[src/rtl/key_entry_pkg.sv]
// Shared types and PS/2 scan-code constants for the key_entry keyboard front-end.
package key_entry_pkg;

   typedef enum logic [1:0] {
      ST_ENTER_A = 2'd0,
      ST_ENTER_B = 2'd1,
      ST_SHOW    = 2'd2
   } entry_state_e;

   typedef enum logic [2:0] {
      KEY_NONE  = 3'd0,
      KEY_DIGIT = 3'd1,
      KEY_ENTER = 3'd2,
      KEY_BKSP  = 3'd3,
      KEY_ESC   = 3'd4
   } key_class_e;

   // Codes are {E0 flag, 8-bit make code}.
   localparam logic [8:0] SC_TOP_0 = 9'h045;
   localparam logic [8:0] SC_TOP_1 = 9'h016;
   localparam logic [8:0] SC_TOP_2 = 9'h01E;
   localparam logic [8:0] SC_TOP_3 = 9'h026;
   localparam logic [8:0] SC_TOP_4 = 9'h025;
   localparam logic [8:0] SC_TOP_5 = 9'h02E;
   localparam logic [8:0] SC_TOP_6 = 9'h036;
   localparam logic [8:0] SC_TOP_7 = 9'h03D;
   localparam logic [8:0] SC_TOP_8 = 9'h03E;
   localparam logic [8:0] SC_TOP_9 = 9'h046;

   localparam logic [8:0] SC_ENTER = 9'h05A;
   localparam logic [8:0] SC_BKSP  = 9'h066;
   localparam logic [8:0] SC_ESC   = 9'h076;

   localparam logic [8:0] SC_PAD_0     = 9'h070;
   localparam logic [8:0] SC_PAD_1     = 9'h069;
   localparam logic [8:0] SC_PAD_2     = 9'h072;
   localparam logic [8:0] SC_PAD_3     = 9'h07A;
   localparam logic [8:0] SC_PAD_4     = 9'h06B;
   localparam logic [8:0] SC_PAD_5     = 9'h073;
   localparam logic [8:0] SC_PAD_6     = 9'h074;
   localparam logic [8:0] SC_PAD_7     = 9'h06C;
   localparam logic [8:0] SC_PAD_8     = 9'h075;
   localparam logic [8:0] SC_PAD_9     = 9'h07D;
   localparam logic [8:0] SC_PAD_ENTER = 9'h15A;

endpackage

[src/rtl/key_entry_if.sv]
// Keyboard decoder event bus: one key_valid pulse per make/break event.
interface key_entry_if #(
   parameter int SCAN_W = 9
);
   logic              key_valid;
   logic [SCAN_W-1:0] last_change;
   logic              key_make;

   modport master (output key_valid, output last_change, output key_make);
   modport slave  (input  key_valid, input  last_change, input  key_make);
endinterface

[src/rtl/key_entry_scan_to_bcd.sv]
// Combinational scan-code classifier: code -> {key class, BCD digit}.
// Keypad digits and keypad Enter are recognised only when KEY_ENTRY_NUMPAD_EN is defined.
module scan_to_bcd
   import key_entry_pkg::*;
#(
   parameter int SCAN_W = 9
) (
   input  logic [SCAN_W-1:0] code,
   output key_class_e        key_class,
   output logic [3:0]        digit
);

   always_comb begin
      key_class = KEY_DIGIT;
      digit     = 4'd0;
      case (code)
         SCAN_W'(SC_TOP_0): digit = 4'd0;
         SCAN_W'(SC_TOP_1): digit = 4'd1;
         SCAN_W'(SC_TOP_2): digit = 4'd2;
         SCAN_W'(SC_TOP_3): digit = 4'd3;
         SCAN_W'(SC_TOP_4): digit = 4'd4;
         SCAN_W'(SC_TOP_5): digit = 4'd5;
         SCAN_W'(SC_TOP_6): digit = 4'd6;
         SCAN_W'(SC_TOP_7): digit = 4'd7;
         SCAN_W'(SC_TOP_8): digit = 4'd8;
         SCAN_W'(SC_TOP_9): digit = 4'd9;
`ifdef KEY_ENTRY_NUMPAD_EN
         SCAN_W'(SC_PAD_0): digit = 4'd0;
         SCAN_W'(SC_PAD_1): digit = 4'd1;
         SCAN_W'(SC_PAD_2): digit = 4'd2;
         SCAN_W'(SC_PAD_3): digit = 4'd3;
         SCAN_W'(SC_PAD_4): digit = 4'd4;
         SCAN_W'(SC_PAD_5): digit = 4'd5;
         SCAN_W'(SC_PAD_6): digit = 4'd6;
         SCAN_W'(SC_PAD_7): digit = 4'd7;
         SCAN_W'(SC_PAD_8): digit = 4'd8;
         SCAN_W'(SC_PAD_9): digit = 4'd9;
         SCAN_W'(SC_PAD_ENTER): key_class = KEY_ENTER;
`else
`endif
         SCAN_W'(SC_ENTER): key_class = KEY_ENTER;
         SCAN_W'(SC_BKSP):  key_class = KEY_BKSP;
         SCAN_W'(SC_ESC):   key_class = KEY_ESC;
         default:           key_class = KEY_NONE;
      endcase
   end

endmodule

[src/rtl/key_entry.sv]
// Keyboard front-end: typematic filter, operand-entry FSM and BCD operand registers.
// Optional keypad support is selected with KEY_ENTRY_NUMPAD_EN (see scan_to_bcd).
module key_entry
   import key_entry_pkg::*;
#(
   parameter int SCAN_W = 9
) (
   input  logic        clk,
   input  logic        reset,
   key_entry_if.slave  ev,
   output logic [3:0]  operand_a,
   output logic [3:0]  operand_b,
   output logic [1:0]  entry_state,
   output logic        result_valid
);

   localparam logic [1:0] S_ENTER_A = ST_ENTER_A;
   localparam logic [1:0] S_ENTER_B = ST_ENTER_B;
   localparam logic [1:0] S_SHOW    = ST_SHOW;
   localparam logic [1:0] S_ILLEGAL = 2'd3;

   logic [SCAN_W-1:0] held_code;
   logic              held_valid;
   logic              accept;
   key_class_e        key_class;
   logic [3:0]        digit;
   logic [1:0]        state_n;
   logic [3:0]        a_n;
   logic [3:0]        b_n;

   scan_to_bcd #(.SCAN_W(SCAN_W)) u_scan_to_bcd (
      .code      (ev.last_change),
      .key_class (key_class),
      .digit     (digit)
   );

   // A make of the key already held down is typematic repeat and is dropped.
   assign accept = ev.key_valid && ev.key_make &&
                   (!held_valid || (ev.last_change != held_code));

   always_ff @(posedge clk) begin
      if (reset) begin
         held_code  <= '0;
         held_valid <= 1'b0;
      end else if (accept) begin
         held_code  <= ev.last_change;
         held_valid <= 1'b1;
      end else if (ev.key_valid && !ev.key_make && (ev.last_change == held_code)) begin
         held_valid <= 1'b0;
      end
   end

   always_comb begin
      state_n = entry_state;
      a_n     = operand_a;
      b_n     = operand_b;
      if (entry_state == S_ILLEGAL) begin
         state_n = S_ENTER_A;
         a_n     = 4'd0;
         b_n     = 4'd0;
      end else if (accept) begin
         case (key_class)
            KEY_DIGIT: begin
               case (entry_state)
                  S_ENTER_A: a_n = digit;
                  S_ENTER_B: b_n = digit;
                  default: begin
                     a_n     = digit;
                     b_n     = 4'd0;
                     state_n = S_ENTER_A;
                  end
               endcase
            end
            KEY_ENTER: begin
               if (entry_state == S_ENTER_A) state_n = S_ENTER_B;
               else                          state_n = S_SHOW;
            end
            KEY_BKSP: begin
               case (entry_state)
                  S_ENTER_A: a_n = 4'd0;
                  S_ENTER_B: begin
                     b_n     = 4'd0;
                     state_n = S_ENTER_A;
                  end
                  default: state_n = S_ENTER_B;
               endcase
            end
            KEY_ESC: begin
               a_n     = 4'd0;
               b_n     = 4'd0;
               state_n = S_ENTER_A;
            end
            default: ;
         endcase
      end
   end

   always_ff @(posedge clk) begin
      if (reset) begin
         entry_state  <= S_ENTER_A;
         operand_a    <= 4'd0;
         operand_b    <= 4'd0;
         result_valid <= 1'b0;
      end else begin
         entry_state  <= state_n;
         operand_a    <= a_n;
         operand_b    <= b_n;
         result_valid <= (state_n == S_SHOW);
      end
   end

endmodule

[src/flat_wrapper.sv]
// flat-port wrapper written by rule: the top's interface ports become plain ports
module key_entry_flat import key_entry_pkg::*;
#(
   parameter int SCAN_W = 9
)
  (clk, reset, operand_a, operand_b, entry_state, result_valid, ev_key_valid, ev_last_change, ev_key_make);
  key_entry_if #(.SCAN_W(SCAN_W)) ev_i ();
  input  logic clk;
  input  logic reset;
  output logic [3:0] operand_a;
  output logic [3:0] operand_b;
  output logic [1:0] entry_state;
  output logic result_valid;
  input wire logic [$bits(ev_i.key_valid)-1:0] ev_key_valid;
  input wire logic [$bits(ev_i.last_change)-1:0] ev_last_change;
  input wire logic [$bits(ev_i.key_make)-1:0] ev_key_make;
  assign ev_i.key_valid = ev_key_valid;
  assign ev_i.last_change = ev_last_change;
  assign ev_i.key_make = ev_key_make;
  key_entry #(.SCAN_W(SCAN_W)) u_core (.clk(clk), .reset(reset), .ev(ev_i), .operand_a(operand_a), .operand_b(operand_b), .entry_state(entry_state), .result_valid(result_valid));
endmodule
[config.mk]
export PLATFORM = sky130hd
export DESIGN_NAME = key_entry_flat
export DESIGN_NICKNAME = d
export VERILOG_FILES = /design/src/rtl/key_entry_pkg.sv /design/src/rtl/key_entry_if.sv /design/src/rtl/key_entry_scan_to_bcd.sv /design/src/rtl/key_entry.sv /design/src/flat_wrapper.sv
export SDC_FILE = /design/constraint.sdc
export NUM_CORES = 1
export LEC_CHECK = 0
export BUFFER_PORTS_ARGS = -buffer_cell sky130_fd_sc_hd__buf_2
export CORE_MARGIN = 5
export CORE_UTILIZATION = 45
export CTS_CLUSTER_DIAMETER = 80
export DETAILED_ROUTE_END_ITERATION = 12
export GPL_ROUTABILITY_DRIVEN = 0
export PLACE_DENSITY = 0.66
export SLEW_MARGIN = 40
export SYNTH_ARGS = -nofsm -noshare
export SYNTH_HDL_FRONTEND = slang
export SYNTH_SLANG_ARGS = --single-unit
[constraint.sdc]
create_clock -name clk -period 2.5 [get_ports clk]
set_input_delay 0.25 -clock clk [delete_from_list [all_inputs] [get_ports clk]]
set_output_delay 0.25 -clock clk [all_outputs]
set_load 0.1 [all_outputs]
==> report_table.html, run 1 <==
<table>
<tr><th>Metric</th><th>Value</th></tr>
<tr><th colspan="2">Synth</th></tr>
<tr><td>XOR/XNOR Fraction of Synth Area</td><td>0.07071</td></tr>
<tr><td>Sequential cell area fraction in the yosys report</td><td>0.3085</td></tr>
<tr><td>Count of unique library cells instantiated by Yosys</td><td>51</td></tr>
<tr><td>Area of the mapped netlist</td><td>1363 µm²</td></tr>
<tr><td>Synth Area in Compound Gates</td><td>0.2342</td></tr>
<tr><td>Area fraction of the dominant cell type after synthesis</td><td>0.3085</td></tr>
<tr><td>Post-synthesis register bit count</td><td>21</td></tr>
<tr><td>Post-synthesis simple-gate area fraction</td><td>0.3012</td></tr>
<tr><td>Main synth FF type</td><td>sky130_fd_sc_hd__dfxtp_1</td></tr>
<tr><td>Number of instances in the synthesized netlist</td><td>170</td></tr>
<tr><td>Cell type with the largest total area after synthesis</td><td>sky130_fd_sc_hd__dfxtp_1</td></tr>
<tr><td>Async set-or-reset flop fraction in the synthesized netlist</td><td>0</td></tr>
<tr><td>Cells taking the most area after synthesis</td><td>sky130_fd_sc_hd__dfxtp_1 31%, sky130_fd_sc_hd__xor2_1 6.4%, sky130_fd_sc_hd__a21oi_1 6.2%</td></tr>
<tr><td>Combinational family with the most area after synthesis</td><td>simple AND/OR/NAND/NOR gates</td></tr>
<tr><td>Post-Synthesis Net Count</td><td>183</td></tr>
<tr><td>Synth Area in Adders</td><td>0</td></tr>
<tr><td>Yosys warning total</td><td>0</td></tr>
<tr><td>Multiplexer area fraction after synthesis</td><td>0.03857</td></tr>
<tr><td>Average cell area after synthesis</td><td>8.015 µm²</td></tr>
<tr><td>Number of synthesized flops with an enable pin</td><td>0</td></tr>
<tr><th colspan="2">Outcome</th></tr>
<tr><td>Run status</td><td>complete, no violations</td></tr>
<tr><th colspan="2">Critical path</th></tr>
<tr><td>Ordered list of cells on the worst path</td><td>xor2_1 -&gt; nor4_1 -&gt; a41o_1 -&gt; a31oi_1 -&gt; o31a_1 -&gt; o22ai_1</td></tr>
<tr><td>Critical register-to-register path startpoint</td><td>u_core.held_code[6]</td></tr>
<tr><td>Critical path peak fanout</td><td>7</td></tr>
<tr><td>Critical path required time</td><td>2740 ps</td></tr>
<tr><td>Stage delay of the slowest cell on the critical path</td><td>470 ps</td></tr>
<tr><td>Crit path launch</td><td>u_core.held_code[6]</td></tr>
<tr><td>Worst setup path category</td><td>flip-flop to flip-flop</td></tr>
<tr><td>CP Capture Type</td><td>flip-flop</td></tr>
<tr><td>Worst reg2reg path depth</td><td>6</td></tr>
<tr><td>Gate family responsible for the most delay along the worst path</td><td>compound AO/OA/AOI/OAI gates</td></tr>
<tr><td>Reg-to-reg setup timing slack</td><td>570 ps</td></tr>
<tr><td>Crit path buffers/inverters</td><td>0</td></tr>
<tr><td>Data arrival time of the critical path</td><td>2160 ps</td></tr>
<tr><td>Worst-path cell with the longest stage delay</td><td>sky130_fd_sc_hd__a41o_1</td></tr>
<tr><td>CP startpoint kind</td><td>flip-flop</td></tr>
<tr><td>Reg-to-reg critical path endpoint</td><td>u_core.operand_b[3]</td></tr>
<tr><th colspan="2">Clock network</th></tr>
<tr><td>Hold-fix buffers, CTS</td><td>0</td></tr>
<tr><td>Setup bufs post-CTS</td><td>0</td></tr>
<tr><td>Buffer cell driving the clock tree root</td><td>sky130_fd_sc_hd__clkbuf_4</td></tr>
<tr><td>Clock latency of the later-clocked register in the worst-skew pair</td><td>300 ps</td></tr>
<tr><td>Clock slew seen by the registers of the worst setup and hold paths</td><td>120 ps</td></tr>
<tr><td>Clock buffer count from CTS</td><td>3</td></tr>
<tr><td>Post-cts resize count</td><td>0</td></tr>
<tr><td>Maximum level of the CTS H-tree</td><td>1</td></tr>
<tr><td>Num Clock Sinks</td><td>21</td></tr>
<tr><td>Longest Clk Path Bufs</td><td>2</td></tr>
<tr><td>TritonCTS clock tree</td><td>done</td></tr>
<tr><th colspan="2">Global routing</th></tr>
<tr><td>Number of global-route vias before repair</td><td>1,322</td></tr>
<tr><td>Pin count of the biggest net entering global routing</td><td>18</td></tr>
<tr><td>Total routing usage reported by global routing</td><td>0.1651</td></tr>
<tr><td>Aggregate global routing overflow</td><td>0</td></tr>
<tr><td>Global-route wire length before repair</td><td>5651 µm</td></tr>
<tr><td>Antenna violations before repair</td><td>0</td></tr>
<tr><th colspan="2">STA</th></tr>
<tr><td>Count of final hold-check violations</td><td>0</td></tr>
<tr><td>Final Max Tran Viols</td><td>0</td></tr>
<tr><td>Setup repair after global routing missed its margin</td><td>false</td></tr>
<tr><td>Final sum of negative setup slack</td><td>0 ps</td></tr>
<tr><td>Max Clock Skew</td><td>2.023 ps</td></tr>
<tr><td>Worst slack on hold paths</td><td>247.3 ps</td></tr>
<tr><td>Final setup violating endpoints</td><td>0</td></tr>
<tr><td>Slew of the pin with the lowest slew margin</td><td>558.9 ps</td></tr>
<tr><td>Period utilisation layout</td><td>0.7710</td></tr>
<tr><td>Maximum achievable frequency</td><td>518.8 MHz</td></tr>
<tr><td>Worst rel slew slack</td><td>0.6274</td></tr>
<tr><td>Min Tclk post-route</td><td>1927 ps</td></tr>
<tr><th colspan="2">Floorplanning</th></tr>
<tr><td>Placeable core area</td><td>2978 µm²</td></tr>
<tr><td>Chip Width</td><td>65.03 µm</td></tr>
<tr><td>Die height</td><td>65.03 µm</td></tr>
<tr><td>Site row count</td><td>20</td></tr>
<tr><td>DIE AREA</td><td>4228 µm²</td></tr>
<tr><td>Starting Density</td><td>0.4576</td></tr>
<tr><td>I/O Pins</td><td>24</td></tr>
<tr><th colspan="2">Flow run</th></tr>
<tr><td>Max-capacitance violation count</td><td>0</td></tr>
<tr><th colspan="2">Route</th></tr>
<tr><td>WL per Instance</td><td>15.13 µm</td></tr>
<tr><td>Total wire length after detailed routing</td><td>3328 µm</td></tr>
<tr><td>Average vias per placed instance</td><td>6.036</td></tr>
<tr><td>DR pass1 iterations</td><td>5</td></tr>
<tr><td>Overall via count from detail_route</td><td>1,328</td></tr>
<tr><td>Antenna-violating nets left</td><td>0</td></tr>
<tr><td>Number of DRC markers after the initial detailed-route iteration</td><td>67</td></tr>
<tr><td>Remaining design rule violation count</td><td>0</td></tr>
<tr><th colspan="2">Finish</th></tr>
<tr><td>Antenna Diode Count</td><td>0</td></tr>
<tr><td>Final instance area</td><td>1498 µm²</td></tr>
<tr><td>Area delta synth-&gt;final</td><td>9.918%</td></tr>
<tr><td>Share of cells above drive strength 1</td><td>0.1925</td></tr>
<tr><td>Nets</td><td>201</td></tr>
<tr><td>Count of non-filler cells in the finished layout</td><td>220</td></tr>
<tr><th colspan="2">Hold path</th></tr>
<tr><td>Hold Path End</td><td>u_core.held_code[8]</td></tr>
<tr><td>Hold WC Path Type</td><td>primary input to flip-flop</td></tr>
<tr><td>Hold_sp</td><td>ev_last_change[8]</td></tr>
<tr><td>Cells on Worst Hold Path</td><td>3</td></tr>
<tr><th colspan="2">Power</th></tr>
<tr><td>Worst IR Drop VDD</td><td>0.2228 mV</td></tr>
<tr><td>Static leakage power</td><td>0.5915 nW</td></tr>
<tr><td>Part of the power in the clock network</td><td>0.268</td></tr>
<tr><td>Comb pwr share</td><td>0.167</td></tr>
<tr><td>Flop pwr share</td><td>0.564</td></tr>
<tr><td>Switching part of the total power</td><td>0.2856</td></tr>
<tr><td>Net Switching</td><td>175.7 µW</td></tr>
<tr><td>Power density relative to cell area</td><td>410.7 nW/µm²</td></tr>
<tr><td>Cell internal pwr</td><td>439.4 µW</td></tr>
<tr><th colspan="2">Placement</th></tr>
<tr><td>Total placed instance area</td><td>1470 µm²</td></tr>
<tr><td>Post-detail-place hpwl</td><td>2492 µm</td></tr>
<tr><td>PortBufs</td><td>23</td></tr>
<tr><td>Cell total after placement</td><td>216</td></tr>
</table>
## cell type report
class / count / area, µm²
repair buffers: 23 / 115.1
multi-input cells: 135 / 878.3
well taps: 33 / 41.29
inverters: 4 / 15.01
fillers: 305 / 1480
clock inverters: 1 / 5.005
clock buffers: 3 / 22.52
flip-flops and latches: 21 / 420.4
## power groups by stage
stage               registers [mW]  clock network, mW  logic [mW]
floorplan                    0.354                  0      0.0742
global placement             0.354                  0      0.0985
detailed placement           0.355                  0       0.102
CTS                          0.347              0.171       0.102
global route                 0.349              0.186       0.113
finish                       0.347              0.165       0.103
## registers in the layout, summed over array words and instances, names as in the netlist
signal               flops
u_core.held_code         9
u_core.operand_b         4
u_core.result_valid      1
u_core.operand_a         4
u_core.entry_state       2
u_core.held_valid        1
## cell families (layout without fill, tap and decap cells)
logic type / after synthesis / count (layout)
compound gates: 47 / 47
buf+inv: 14 / 31
xor+xnor: 11 / 11
flops: 21 / 21
simple gates: 72 / 72
mux: 5 / 5
## routing by layer
metal,GRT usage,vias up,part of all wire
met5,0,-,0
met4,0.06736,0,0.014
met3,0.02773,8,0.047
met2,0.2963,39,0.50
met1,0.1928,623,0.44
li1,-,658,-
## worst max-delay path by stage
stage                                endpoint  slack, ps  cells past startpoint
after floorplan           u_core.operand_a[3]        480                      5
after global placement    u_core.operand_a[3]        440                      7
after detailed placement  u_core.operand_a[3]        350                      7
after CTS                 u_core.operand_a[0]        570                      6
after global routing      u_core.operand_a[3]        460                      6
final                     u_core.operand_b[3]        570                      6
## worst register-to-register path, stage by stage, from the launching register on
cell	delay, ps
sky130_fd_sc_hd__dfxtp_1	340
sky130_fd_sc_hd__xor2_1	160
sky130_fd_sc_hd__nor4_1	440
sky130_fd_sc_hd__a41o_1	470
sky130_fd_sc_hd__a31oi_1	110
sky130_fd_sc_hd__o31a_1	180
sky130_fd_sc_hd__o22ai_1	170
## cell usage after synthesis (all sizes together), types with 5 or more instances
| master | count |
|---|---|
| a21oi | 17 |
| buf | 5 |
| clkbuf | 5 |
| dfxtp | 21 |
| nand2 | 19 |
| nand3 | 10 |
| nor2 | 11 |
| nor3 | 5 |
| o21ai | 8 |
| or3 | 5 |
| xor2 | 10 |
## cell usage in the layout (no fill, tap or decap), types with 4 or more instances in the layout
cell type	n
sky130_fd_sc_hd__o21ai_0	7
sky130_fd_sc_hd__inv_1	4
sky130_fd_sc_hd__dfxtp_1	21
sky130_fd_sc_hd__xor2_1	10
sky130_fd_sc_hd__buf_2	23
sky130_fd_sc_hd__nand2_1	19
sky130_fd_sc_hd__or3_1	5
sky130_fd_sc_hd__nor2_1	10
sky130_fd_sc_hd__nand3_1	10
sky130_fd_sc_hd__nor2b_1	4
sky130_fd_sc_hd__a21oi_1	17
sky130_fd_sc_hd__o22ai_1	4
sky130_fd_sc_hd__nor3_1	4
## metrics by stage
step	total power [mW]	utilization	worst slack, ps
floorplan	0.4281	-	481.6
detailed placement	0.4564	0.4937	352.6
global route	0.6481	0.5029	455.6
finish	0.6151	0.5029	572.5
global placement	0.4529	0.4937	440.6
CTS	0.6206	0.5029	570.3
Note: power is estimated with default switching activity, not from simulation.
==> inputs of run 2 (changes only) <==
--- a/config.mk
+++ b/config.mk
@@ -5,13 +5,14 @@
 export SDC_FILE = /design/constraint.sdc
 export NUM_CORES = 1
 export LEC_CHECK = 0
+export ABC_AREA = 1
 export BUFFER_PORTS_ARGS = -buffer_cell sky130_fd_sc_hd__buf_2
 export CORE_MARGIN = 5
 export CORE_UTILIZATION = 45
 export CTS_CLUSTER_DIAMETER = 80
 export DETAILED_ROUTE_END_ITERATION = 12
 export GPL_ROUTABILITY_DRIVEN = 0
-export PLACE_DENSITY = 0.66
+export PLACE_DENSITY = 0.69
 export SLEW_MARGIN = 40
 export SYNTH_ARGS = -nofsm -noshare
 export SYNTH_HDL_FRONTEND = slang
==> constraint.sdc (replaced) <==
create_clock -name clk -period 1.76 [get_ports clk]
set_input_delay 0.176 -clock clk [delete_from_list [all_inputs] [get_ports clk]]
set_output_delay 0.176 -clock clk [all_outputs]
set_load 0.1 [all_outputs]
==> run 2 against run 1 <==
  * Cell count is 29% higher
  * Register-to-register slack worse by 400 ps
  * Maximum frequency is 22% higher
  * Routed wire length is 7.2% lower
  * Critical endpoint is now u_core.held_code[4]
  * Largest cell class unchanged
==> report_table.html, run 2 <==
<table>
<tr><th>Metric</th><th>Value</th></tr>
<tr><th colspan="2">STA</th></tr>
<tr><td>Maximum achievable frequency</td><td>630.7 MHz</td></tr>
<tr><td>Setup repair after global routing missed its margin</td><td>false</td></tr>
<tr><td>Slew of the pin with the lowest slew margin</td><td>490.0 ps</td></tr>
<tr><td>Final sum of negative setup slack</td><td>0 ps</td></tr>
<tr><td>Min Tclk post-route</td><td>1585 ps</td></tr>
<tr><td>Final Max Tran Viols</td><td>0</td></tr>
<tr><td>Period utilisation layout</td><td>0.9008</td></tr>
<tr><td>Max Clock Skew</td><td>5.313 ps</td></tr>
<tr><td>Min setup slack post-route</td><td>174.6 ps</td></tr>
<tr><td>Worst slack on hold paths</td><td>20.72 ps</td></tr>
<tr><td>Final setup violating endpoints</td><td>0</td></tr>
<tr><td>Count of final hold-check violations</td><td>0</td></tr>
<tr><td>Worst rel slew slack</td><td>0.6756</td></tr>
<tr><th colspan="2">Finish</th></tr>
<tr><td>Sequential cell area</td><td>422.9 µm²</td></tr>
<tr><td>Area delta synth-&gt;final</td><td>13.61%</td></tr>
<tr><td>Leading cell type in the layout, fill and taps excluded</td><td>sky130_fd_sc_hd__nand2_1</td></tr>
<tr><td>Footprint of the multi-input gates</td><td>887.1 µm²</td></tr>
<tr><td>Nets</td><td>254</td></tr>
<tr><td>Top register by number of flip-flops</td><td>u_core.held_code</td></tr>
<tr><td>Highest-count cells in the layout ignoring fill and taps</td><td>52 x sky130_fd_sc_hd__nand2_1, 30 x sky130_fd_sc_hd__nor2_1, 23 x sky130_fd_sc_hd__buf_2</td></tr>
<tr><td>Antenna Diode Count</td><td>0</td></tr>
<tr><td>Share of cells above drive strength 1</td><td>0.2333</td></tr>
<tr><td>Max FFs per register</td><td>9</td></tr>
<tr><td>Fill cell instance count of the final layout</td><td>325</td></tr>
<tr><td>Registers with the most flip-flops</td><td>u_core.held_code: 9 flops, u_core.operand_a: 4 flops, u_core.operand_b: 4 flops</td></tr>
<tr><td>Final instance area</td><td>1598 µm²</td></tr>
<tr><th colspan="2">Clock network</th></tr>
<tr><td>Num Clock Sinks</td><td>21</td></tr>
<tr><td>TritonCTS clock tree</td><td>done</td></tr>
<tr><td>Longest Clk Path Bufs</td><td>2</td></tr>
<tr><td>Clock buffer count from CTS</td><td>3</td></tr>
<tr><td>Setup bufs post-CTS</td><td>0</td></tr>
<tr><td>Clock latency of the later-clocked register in the worst-skew pair</td><td>310 ps</td></tr>
<tr><td>Buffer cell driving the clock tree root</td><td>sky130_fd_sc_hd__clkbuf_4</td></tr>
<tr><td>Clock slew seen by the registers of the worst setup and hold paths</td><td>120 ps</td></tr>
<tr><td>Maximum level of the CTS H-tree</td><td>1</td></tr>
<tr><th colspan="2">Synth</th></tr>
<tr><td>Post-synthesis register bit count</td><td>21</td></tr>
<tr><td>Main synth FF type</td><td>sky130_fd_sc_hd__dfxtp_1</td></tr>
<tr><td>Async set-or-reset flop fraction in the synthesized netlist</td><td>0</td></tr>
<tr><td>Number of synthesized flops with an enable pin</td><td>0</td></tr>
<tr><td>Cells taking the most area after synthesis</td><td>sky130_fd_sc_hd__dfxtp_1 30%, sky130_fd_sc_hd__nand2_1 14%, sky130_fd_sc_hd__nor2_1 8.0%</td></tr>
<tr><td>Average cell area after synthesis</td><td>6.572 µm²</td></tr>
<tr><td>Combinational family with the most area after synthesis</td><td>simple AND/OR/NAND/NOR gates</td></tr>
<tr><td>Sequential cell area fraction in the yosys report</td><td>0.2989</td></tr>
<tr><td>Yosys warning total</td><td>0</td></tr>
<tr><td>Synth Area in Adders</td><td>0</td></tr>
<tr><td>Area fraction of the dominant cell type after synthesis</td><td>0.2989</td></tr>
<tr><td>XOR/XNOR Fraction of Synth Area</td><td>0.05605</td></tr>
<tr><td>Top cells by instance count after synthesis</td><td>52 x sky130_fd_sc_hd__nand2_1, 30 x sky130_fd_sc_hd__nor2_1, 21 x sky130_fd_sc_hd__dfxtp_1</td></tr>
<tr><td>Post-Synthesis Net Count</td><td>227</td></tr>
<tr><td>Count of unique library cells instantiated by Yosys</td><td>22</td></tr>
<tr><td>Post-synthesis simple-gate area fraction</td><td>0.4680</td></tr>
<tr><td>Most frequent cell after synthesis</td><td>sky130_fd_sc_hd__nand2_1</td></tr>
<tr><td>Multiplexer area fraction after synthesis</td><td>0</td></tr>
<tr><td>Area of the mapped netlist</td><td>1406 µm²</td></tr>
<tr><td>Number of instances in the synthesized netlist</td><td>214</td></tr>
<tr><td>Cell type with the largest total area after synthesis</td><td>sky130_fd_sc_hd__dfxtp_1</td></tr>
<tr><td>Synth Area in Compound Gates</td><td>0.1068</td></tr>
<tr><th colspan="2">Global routing</th></tr>
<tr><td>Total routing usage reported by global routing</td><td>0.1558</td></tr>
<tr><td>Busiest grt layer</td><td>met2</td></tr>
<tr><td>Pin count of the biggest net entering global routing</td><td>19</td></tr>
<tr><td>Met1 Resource Use GR</td><td>0.2029</td></tr>
<tr><td>GRT met3 Usage</td><td>0.02721</td></tr>
<tr><td>Number of global-route vias before repair</td><td>1,245</td></tr>
<tr><td>Global-route wire length before repair</td><td>5237 µm</td></tr>
<tr><td>Aggregate global routing overflow</td><td>0</td></tr>
<tr><td>Met2 Track Usage GR</td><td>0.2491</td></tr>
<tr><td>Antenna violations before repair</td><td>0</td></tr>
<tr><th colspan="2">Critical path</th></tr>
<tr><td>Critical path required time</td><td>1960 ps</td></tr>
<tr><td>Critical path peak fanout</td><td>18</td></tr>
<tr><td>Worst setup path category</td><td>flip-flop to flip-flop</td></tr>
<tr><td>Data arrival time of the critical path</td><td>1790 ps</td></tr>
<tr><td>CP Capture Type</td><td>flip-flop</td></tr>
<tr><td>CP startpoint kind</td><td>flip-flop</td></tr>
<tr><th colspan="2">Outcome</th></tr>
<tr><td>Run status</td><td>complete, no violations</td></tr>
<tr><th colspan="2">Floorplanning</th></tr>
<tr><td>Die height</td><td>65.91 µm</td></tr>
<tr><td>Site row count</td><td>20</td></tr>
<tr><td>I/O Pins</td><td>24</td></tr>
<tr><td>DIE AREA</td><td>4343 µm²</td></tr>
<tr><td>Placeable core area</td><td>3028 µm²</td></tr>
<tr><td>Chip Width</td><td>65.91 µm</td></tr>
<tr><td>Starting Density</td><td>0.4645</td></tr>
<tr><th colspan="2">Placement</th></tr>
<tr><td>PortBufs</td><td>23</td></tr>
<tr><td>Placement Setup Slack</td><td>59.18 ps</td></tr>
<tr><td>Total placed instance area</td><td>1570 µm²</td></tr>
<tr><td>Post-detail-place hpwl</td><td>2469 µm</td></tr>
<tr><th colspan="2">Route</th></tr>
<tr><td>Number of DRC markers after the initial detailed-route iteration</td><td>59</td></tr>
<tr><td>Total wire length after detailed routing</td><td>3088 µm</td></tr>
<tr><td>WL per Instance</td><td>10.87 µm</td></tr>
<tr><td>DR pass1 iterations</td><td>4</td></tr>
<tr><td>Antenna-violating nets left</td><td>0</td></tr>
<tr><td>Remaining design rule violation count</td><td>0</td></tr>
<tr><td>Overall via count from detail_route</td><td>1,349</td></tr>
<tr><td>Average vias per placed instance</td><td>4.750</td></tr>
<tr><th colspan="2">Flow run</th></tr>
<tr><td>Max-capacitance violation count</td><td>0</td></tr>
<tr><th colspan="2">Hold path</th></tr>
<tr><td>Hold WC Path Type</td><td>primary input to flip-flop</td></tr>
<tr><th colspan="2">Power</th></tr>
<tr><td>Power after layout</td><td>899.9 µW</td></tr>
<tr><td>Worst IR Drop VDD</td><td>0.3996 mV</td></tr>
<tr><td>Power density relative to cell area</td><td>563.2 nW/µm²</td></tr>
<tr><td>Static leakage power</td><td>0.8064 nW</td></tr>
</table>
## run 2: changes by cell type after synthesis, moves of 5 or more
cell	change
sky130_fd_sc_hd__or3_1	-5
sky130_fd_sc_hd__xor2_1	-10
sky130_fd_sc_hd__nand3_2	+9
sky130_fd_sc_hd__nor2_1	+20
sky130_fd_sc_hd__nand3_1	+5
sky130_fd_sc_hd__clkbuf_1	-5
sky130_fd_sc_hd__nor2_2	+6
sky130_fd_sc_hd__nand2_1	+33
sky130_fd_sc_hd__inv_1	+14
sky130_fd_sc_hd__xnor2_1	+8
## run 2: repair_timing
action / CTS / global route
hold buffers: 0 / 0
setup endpoints to repair: 0 / 1
gates resized for setup: 0 / 1
## run 2: final cells by class
type | instances | share of cell area
multi-input combinational | 170 | 0.5552
clock buffer | 3 | 0.01410
inverter | 20 | 0.04699
timing repair buffer | 25 | 0.08144
sequential | 21 | 0.2647
clock inverter | 1 | 0.003132
tap | 44 | 0.03446
## run 2: critical path, cell delays in order, from the launching register on
cell and delay, ps:
sky130_fd_sc_hd__dfxtp_1 380, sky130_fd_sc_hd__xnor2_1 130, sky130_fd_sc_hd__nand3_1 120, sky130_fd_sc_hd__nor2_1 160, sky130_fd_sc_hd__nand3_1 90, sky130_fd_sc_hd__nand2_1 60
sky130_fd_sc_hd__inv_1 100, sky130_fd_sc_hd__buf_4 220, sky130_fd_sc_hd__o21ai_0 170, sky130_fd_sc_hd__a21oi_1 60
## run 2: where the power goes
| part | total [mW] | internal [mW] | switching [mW] |
|---|---|---|---|
| combinational | 0.159 | 0.0544 | 0.105 |
| clock | 0.239 | 0.0848 | 0.154 |
| sequential | 0.502 | 0.492 | 0.00974 |
| total | 0.900 | 0.631 | 0.269 |
## run 2: kinds of logic (layout without fill, tap and decap cells)
kind of cell              count (synthesis)  after routing
buffers and inverters                    23             49
xor gates and xnor gates                  9              9
and+or+nand+nor                         131            131
AOI/OAI and AO/OA                        30             30
DFF                                      21             21
## run 2: metal layers
metal,vias up,routed length [µm]
li1,746,-
met3,4,85
met1,579,1606
met2,20,1343
met5,-,0
met4,0,52
## run 2: worst paths after layout
| path | start | end | slack, ps | depth (start not counted) |
|---|---|---|---|---|
| max | u_core.held_code[0] | u_core.held_code[4] | 170 | 9 |
| min | reset | u_core.entry_state[0] | 20 | 2 |
| max reg2reg | u_core.held_code[0] | u_core.held_code[4] | 170 | 9 |
| min reg2reg | u_core.held_valid | u_core.held_valid | 470 | 2 |
## run 2: stage by stage
stage                 util  instances
floorplan                -        214
global placement    0.5186        280
detailed placement  0.5186        280
CTS                 0.5277        284
global route        0.5277        284
finish              0.5277        284
==> inputs of run 3 (changes only) <==
--- a/config.mk
+++ b/config.mk
@@ -16,4 +16,5 @@
 export SLEW_MARGIN = 40
 export SYNTH_ARGS = -nofsm -noshare
 export SYNTH_HDL_FRONTEND = slang
+export SYNTH_HIERARCHICAL = 1
 export SYNTH_SLANG_ARGS = --single-unit
==> run 3 against run 2 <==
  * Clock power is essentially flat
  * Routed wire length grew 8.5%
  * Worst hold slack gained 9.2 ps
  * First-iteration DRC count grew 12%
  * Global-route usage grew 0.68 points
  * Sequential power grew 1%
  * Utilization grew 7.6 points
  * Combinational power grew 34%
  * Critical path depth grew 7
  * Maximum frequency shrank 3.8%
  * Sequential cell count is the same
==> report_table.html, run 3 <==
<table>
<tr><th>Metric</th><th>Value</th></tr>
<tr><th colspan="2">Flow run</th></tr>
<tr><td>Max-capacitance violation count</td><td>0</td></tr>
<tr><th colspan="2">STA</th></tr>
<tr><td>Worst rel slew slack</td><td>0.6769</td></tr>
<tr><td>Min setup slack post-route</td><td>111.6 ps</td></tr>
<tr><td>Maximum achievable frequency</td><td>606.6 MHz</td></tr>
<tr><td>Final setup violating endpoints</td><td>0</td></tr>
<tr><td>Count of final hold-check violations</td><td>0</td></tr>
<tr><td>Period utilisation layout</td><td>0.9366</td></tr>
<tr><td>Final sum of negative setup slack</td><td>0 ps</td></tr>
<tr><td>Max Clock Skew</td><td>6.184 ps</td></tr>
<tr><td>Final Max Tran Viols</td><td>0</td></tr>
<tr><td>Slew of the pin with the lowest slew margin</td><td>488.0 ps</td></tr>
<tr><td>Min Tclk post-route</td><td>1648 ps</td></tr>
<tr><td>Worst slack on hold paths</td><td>29.93 ps</td></tr>
<tr><th colspan="2">Finish</th></tr>
<tr><td>Max FFs per register</td><td>9</td></tr>
<tr><td>Registers with the most flip-flops</td><td>u_core/held_code: 9 flops, u_core/operand_a: 4 flops, u_core/operand_b: 4 flops</td></tr>
<tr><td>Leading cell type in the layout, fill and taps excluded</td><td>sky130_fd_sc_hd__nand2_1</td></tr>
<tr><td>Highest-count cells in the layout ignoring fill and taps</td><td>62 x sky130_fd_sc_hd__nand2_1, 47 x sky130_fd_sc_hd__nor2_1, 32 x sky130_fd_sc_hd__inv_1</td></tr>
<tr><td>Share of cells above drive strength 1</td><td>0.2918</td></tr>
<tr><td>Top register by number of flip-flops</td><td>u_core/held_code</td></tr>
<tr><td>Post-Route Utilization</td><td>0.6038</td></tr>
<tr><td>Count of non-filler cells in the finished layout</td><td>314</td></tr>
<tr><td>Final instance area</td><td>1813 µm²</td></tr>
<tr><td>Area delta synth-&gt;final</td><td>31.61%</td></tr>
<tr><td>Nets</td><td>295</td></tr>
<tr><td>Antenna Diode Count</td><td>0</td></tr>
<tr><th colspan="2">Route</th></tr>
<tr><td>DR pass1 iterations</td><td>4</td></tr>
<tr><td>Antenna-violating nets left</td><td>0</td></tr>
<tr><td>Average vias per placed instance</td><td>4.707</td></tr>
<tr><td>WL per Instance</td><td>10.68 µm</td></tr>
<tr><td>Overall via count from detail_route</td><td>1,478</td></tr>
<tr><td>Number of DRC markers after the initial detailed-route iteration</td><td>66</td></tr>
<tr><td>Remaining design rule violation count</td><td>0</td></tr>
<tr><td>Total wire length after detailed routing</td><td>3352 µm</td></tr>
<tr><th colspan="2">Critical path</th></tr>
<tr><td>Critical path required time</td><td>2020 ps</td></tr>
<tr><td>Worst setup path category</td><td>primary input to flip-flop</td></tr>
<tr><td>CP Capture Type</td><td>flip-flop</td></tr>
<tr><td>CP startpoint kind</td><td>primary input</td></tr>
<tr><td>Critical register-to-register path startpoint</td><td>u_core/held_code[3]</td></tr>
<tr><td>Data arrival time of the critical path</td><td>1910 ps</td></tr>
<tr><td>Worst reg2reg path depth</td><td>10</td></tr>
<tr><td>Critical path peak fanout</td><td>6</td></tr>
<tr><td>Reg-to-reg critical path endpoint</td><td>u_core/held_code[0]</td></tr>
<tr><td>Reg-to-reg setup timing slack</td><td>330 ps</td></tr>
<tr><th colspan="2">Hold path</th></tr>
<tr><td>Hold WC Path Type</td><td>primary input to flip-flop</td></tr>
<tr><td>Hold_sp</td><td>reset</td></tr>
<tr><td>Hold Path End</td><td>u_core/entry_state[0]</td></tr>
<tr><td>Cells on Worst Hold Path</td><td>2</td></tr>
<tr><th colspan="2">Synth</th></tr>
<tr><td>Sequential cell area fraction in the yosys report</td><td>0.3052</td></tr>
<tr><td>Count of unique library cells instantiated by Yosys</td><td>25</td></tr>
<tr><td>Area of the mapped netlist</td><td>1378 µm²</td></tr>
<tr><td>Post-synthesis register bit count</td><td>21</td></tr>
<tr><td>Yosys warning total</td><td>6</td></tr>
<tr><td>Async set-or-reset flop fraction in the synthesized netlist</td><td>0</td></tr>
<tr><td>Cells taking the most area after synthesis</td><td>sky130_fd_sc_hd__dfxtp_1 31%, sky130_fd_sc_hd__nand2_1 18%, sky130_fd_sc_hd__nor2_1 14%</td></tr>
<tr><td>Top cells by instance count after synthesis</td><td>65 x sky130_fd_sc_hd__nand2_1, 50 x sky130_fd_sc_hd__nor2_1, 32 x sky130_fd_sc_hd__inv_1</td></tr>
<tr><td>Number of instances in the synthesized netlist</td><td>231</td></tr>
<tr><td>Number of synthesized flops with an enable pin</td><td>0</td></tr>
<tr><td>Post-Synthesis Net Count</td><td>244</td></tr>
<tr><td>Main synth FF type</td><td>sky130_fd_sc_hd__dfxtp_1</td></tr>
<tr><td>Average cell area after synthesis</td><td>5.964 µm²</td></tr>
<tr><td>Most frequent cell after synthesis</td><td>sky130_fd_sc_hd__nand2_1</td></tr>
<tr><td>Cell type with the largest total area after synthesis</td><td>sky130_fd_sc_hd__dfxtp_1</td></tr>
<tr><td>Area fraction of the dominant cell type after synthesis</td><td>0.3052</td></tr>
<tr><th colspan="2">Clock network</th></tr>
<tr><td>Num Clock Sinks</td><td>21</td></tr>
<tr><td>Clock slew seen by the registers of the worst setup and hold paths</td><td>120 ps</td></tr>
<tr><td>Longest Clk Path Bufs</td><td>2</td></tr>
<tr><td>Maximum level of the CTS H-tree</td><td>1</td></tr>
<tr><td>Buffer cell driving the clock tree root</td><td>sky130_fd_sc_hd__clkbuf_4</td></tr>
<tr><td>TritonCTS clock tree</td><td>done</td></tr>
<tr><td>Clock latency of the later-clocked register in the worst-skew pair</td><td>310 ps</td></tr>
<tr><td>Clock buffer count from CTS</td><td>3</td></tr>
<tr><th colspan="2">Global routing</th></tr>
<tr><td>Pin count of the biggest net entering global routing</td><td>13</td></tr>
<tr><td>Aggregate global routing overflow</td><td>0</td></tr>
<tr><td>Total routing usage reported by global routing</td><td>0.1627</td></tr>
<tr><td>Global-route wire length before repair</td><td>5561 µm</td></tr>
<tr><td>Antenna violations before repair</td><td>0</td></tr>
<tr><td>Number of global-route vias before repair</td><td>1,321</td></tr>
<tr><th colspan="2">Placement</th></tr>
<tr><td>Post-detail-place hpwl</td><td>2519 µm</td></tr>
<tr><td>Placement Setup Slack</td><td>-257.9 ps</td></tr>
<tr><td>PortBufs</td><td>23</td></tr>
<tr><td>Total placed instance area</td><td>1703 µm²</td></tr>
<tr><td>Cell total after placement</td><td>308</td></tr>
<tr><th colspan="2">Power</th></tr>
<tr><td>Worst IR Drop VDD</td><td>0.2951 mV</td></tr>
<tr><td>Static leakage power</td><td>0.9696 nW</td></tr>
<tr><td>Power after layout</td><td>960.3 µW</td></tr>
<tr><td>Power density relative to cell area</td><td>529.7 nW/µm²</td></tr>
<tr><th colspan="2">Floorplanning</th></tr>
<tr><td>Die height</td><td>65.33 µm</td></tr>
<tr><td>I/O Pins</td><td>24</td></tr>
<tr><td>Chip Width</td><td>65.33 µm</td></tr>
<tr><td>Starting Density</td><td>0.4587</td></tr>
<tr><td>DIE AREA</td><td>4268 µm²</td></tr>
<tr><td>Placeable core area</td><td>3003 µm²</td></tr>
<tr><td>Site row count</td><td>20</td></tr>
<tr><th colspan="2">Outcome</th></tr>
<tr><td>Run status</td><td>complete, no violations</td></tr>
</table>
-- run 3: changes by cell type in the layout (fill, tap and decap cells not counted), moves of 7 or more --
cell                      before  now
sky130_fd_sc_hd__o21ai_0      10    1
sky130_fd_sc_hd__a21oi_1      15    3
sky130_fd_sc_hd__buf_4         2   23
sky130_fd_sc_hd__nand2_1      52   62
sky130_fd_sc_hd__nand3_1      15    8
sky130_fd_sc_hd__inv_1        18   32
sky130_fd_sc_hd__nor2_1       30   47
-- run 3: what timing repair did --
item	CTS	global route
buffers inserted	0	2
gates resized for setup	0	16
setup endpoints to repair	0	11
hold buffers	0	0
-- run 3: cell families after synthesis --
group / synth area share
compound gates: 0.06994
simple gates: 0.4768
flops: 0.3052
xor+xnor: 0.04451
buf+inv: 0.1035
-- run 3: layout make-up --
class	instances	area, µm²
Clock buffer	3	22.52
Clock inverter	1	5.005
Fill cell	306	1190
Inverter	35	131.4
Multi-Input combinational cell	174	882.1
Sequential cell	21	422.9
Tap cell	33	41.29
Timing Repair Buffer	47	307.8
-- run 3: worst max path at each step --
stage	end	start	slack, ps	cells after the start
2_1_floorplan	u_core/entry_state[1]	ev_last_change[0]	140	12
3_3_place_gp	u_core/result_valid	ev_last_change[0]	-220	13
3_5_place_dp	u_core/operand_b[2]	ev_last_change[0]	-260	13
4_1_cts	u_core/operand_b[0]	ev_last_change[0]	90	13
5_1_grt	u_core/operand_b[3]	ev_last_change[8]	-30	15
6_report	u_core/entry_state[0]	ev_last_change[0]	110	16
-- run 3: report_power, final --
group | switching (mW) | internal (mW)
logic | 0.133 | 0.0795
registers | 0.0139 | 0.495
clock network | 0.154 | 0.0849
-- run 3: worst max-delay path, cell delays in order --
cell and delay, ps:
sky130_fd_sc_hd__buf_2 110, sky130_fd_sc_hd__inv_1 90, sky130_fd_sc_hd__nand2_4 110, sky130_fd_sc_hd__nor2_4 50
sky130_fd_sc_hd__a22oi_1 290, sky130_fd_sc_hd__nand3_2 160, sky130_fd_sc_hd__nand2_2 120, sky130_fd_sc_hd__nor2_1 60
sky130_fd_sc_hd__nor2_2 200, sky130_fd_sc_hd__buf_4 150, sky130_fd_sc_hd__nand4_1 60, sky130_fd_sc_hd__nand2_1 70
sky130_fd_sc_hd__nand3_1 60, sky130_fd_sc_hd__nand2_1 70, sky130_fd_sc_hd__nand2_1 40, sky130_fd_sc_hd__nor2_1 70
-- run 3: per-layer routing --
layer  global-route usage  wire [µm]  vias up
li1                     -          -      809
met1               0.2111       1614      637
met2               0.2718       1594       30
met3              0.03248        122        2
met4              0.04663         21        0
met5                    0          0        -
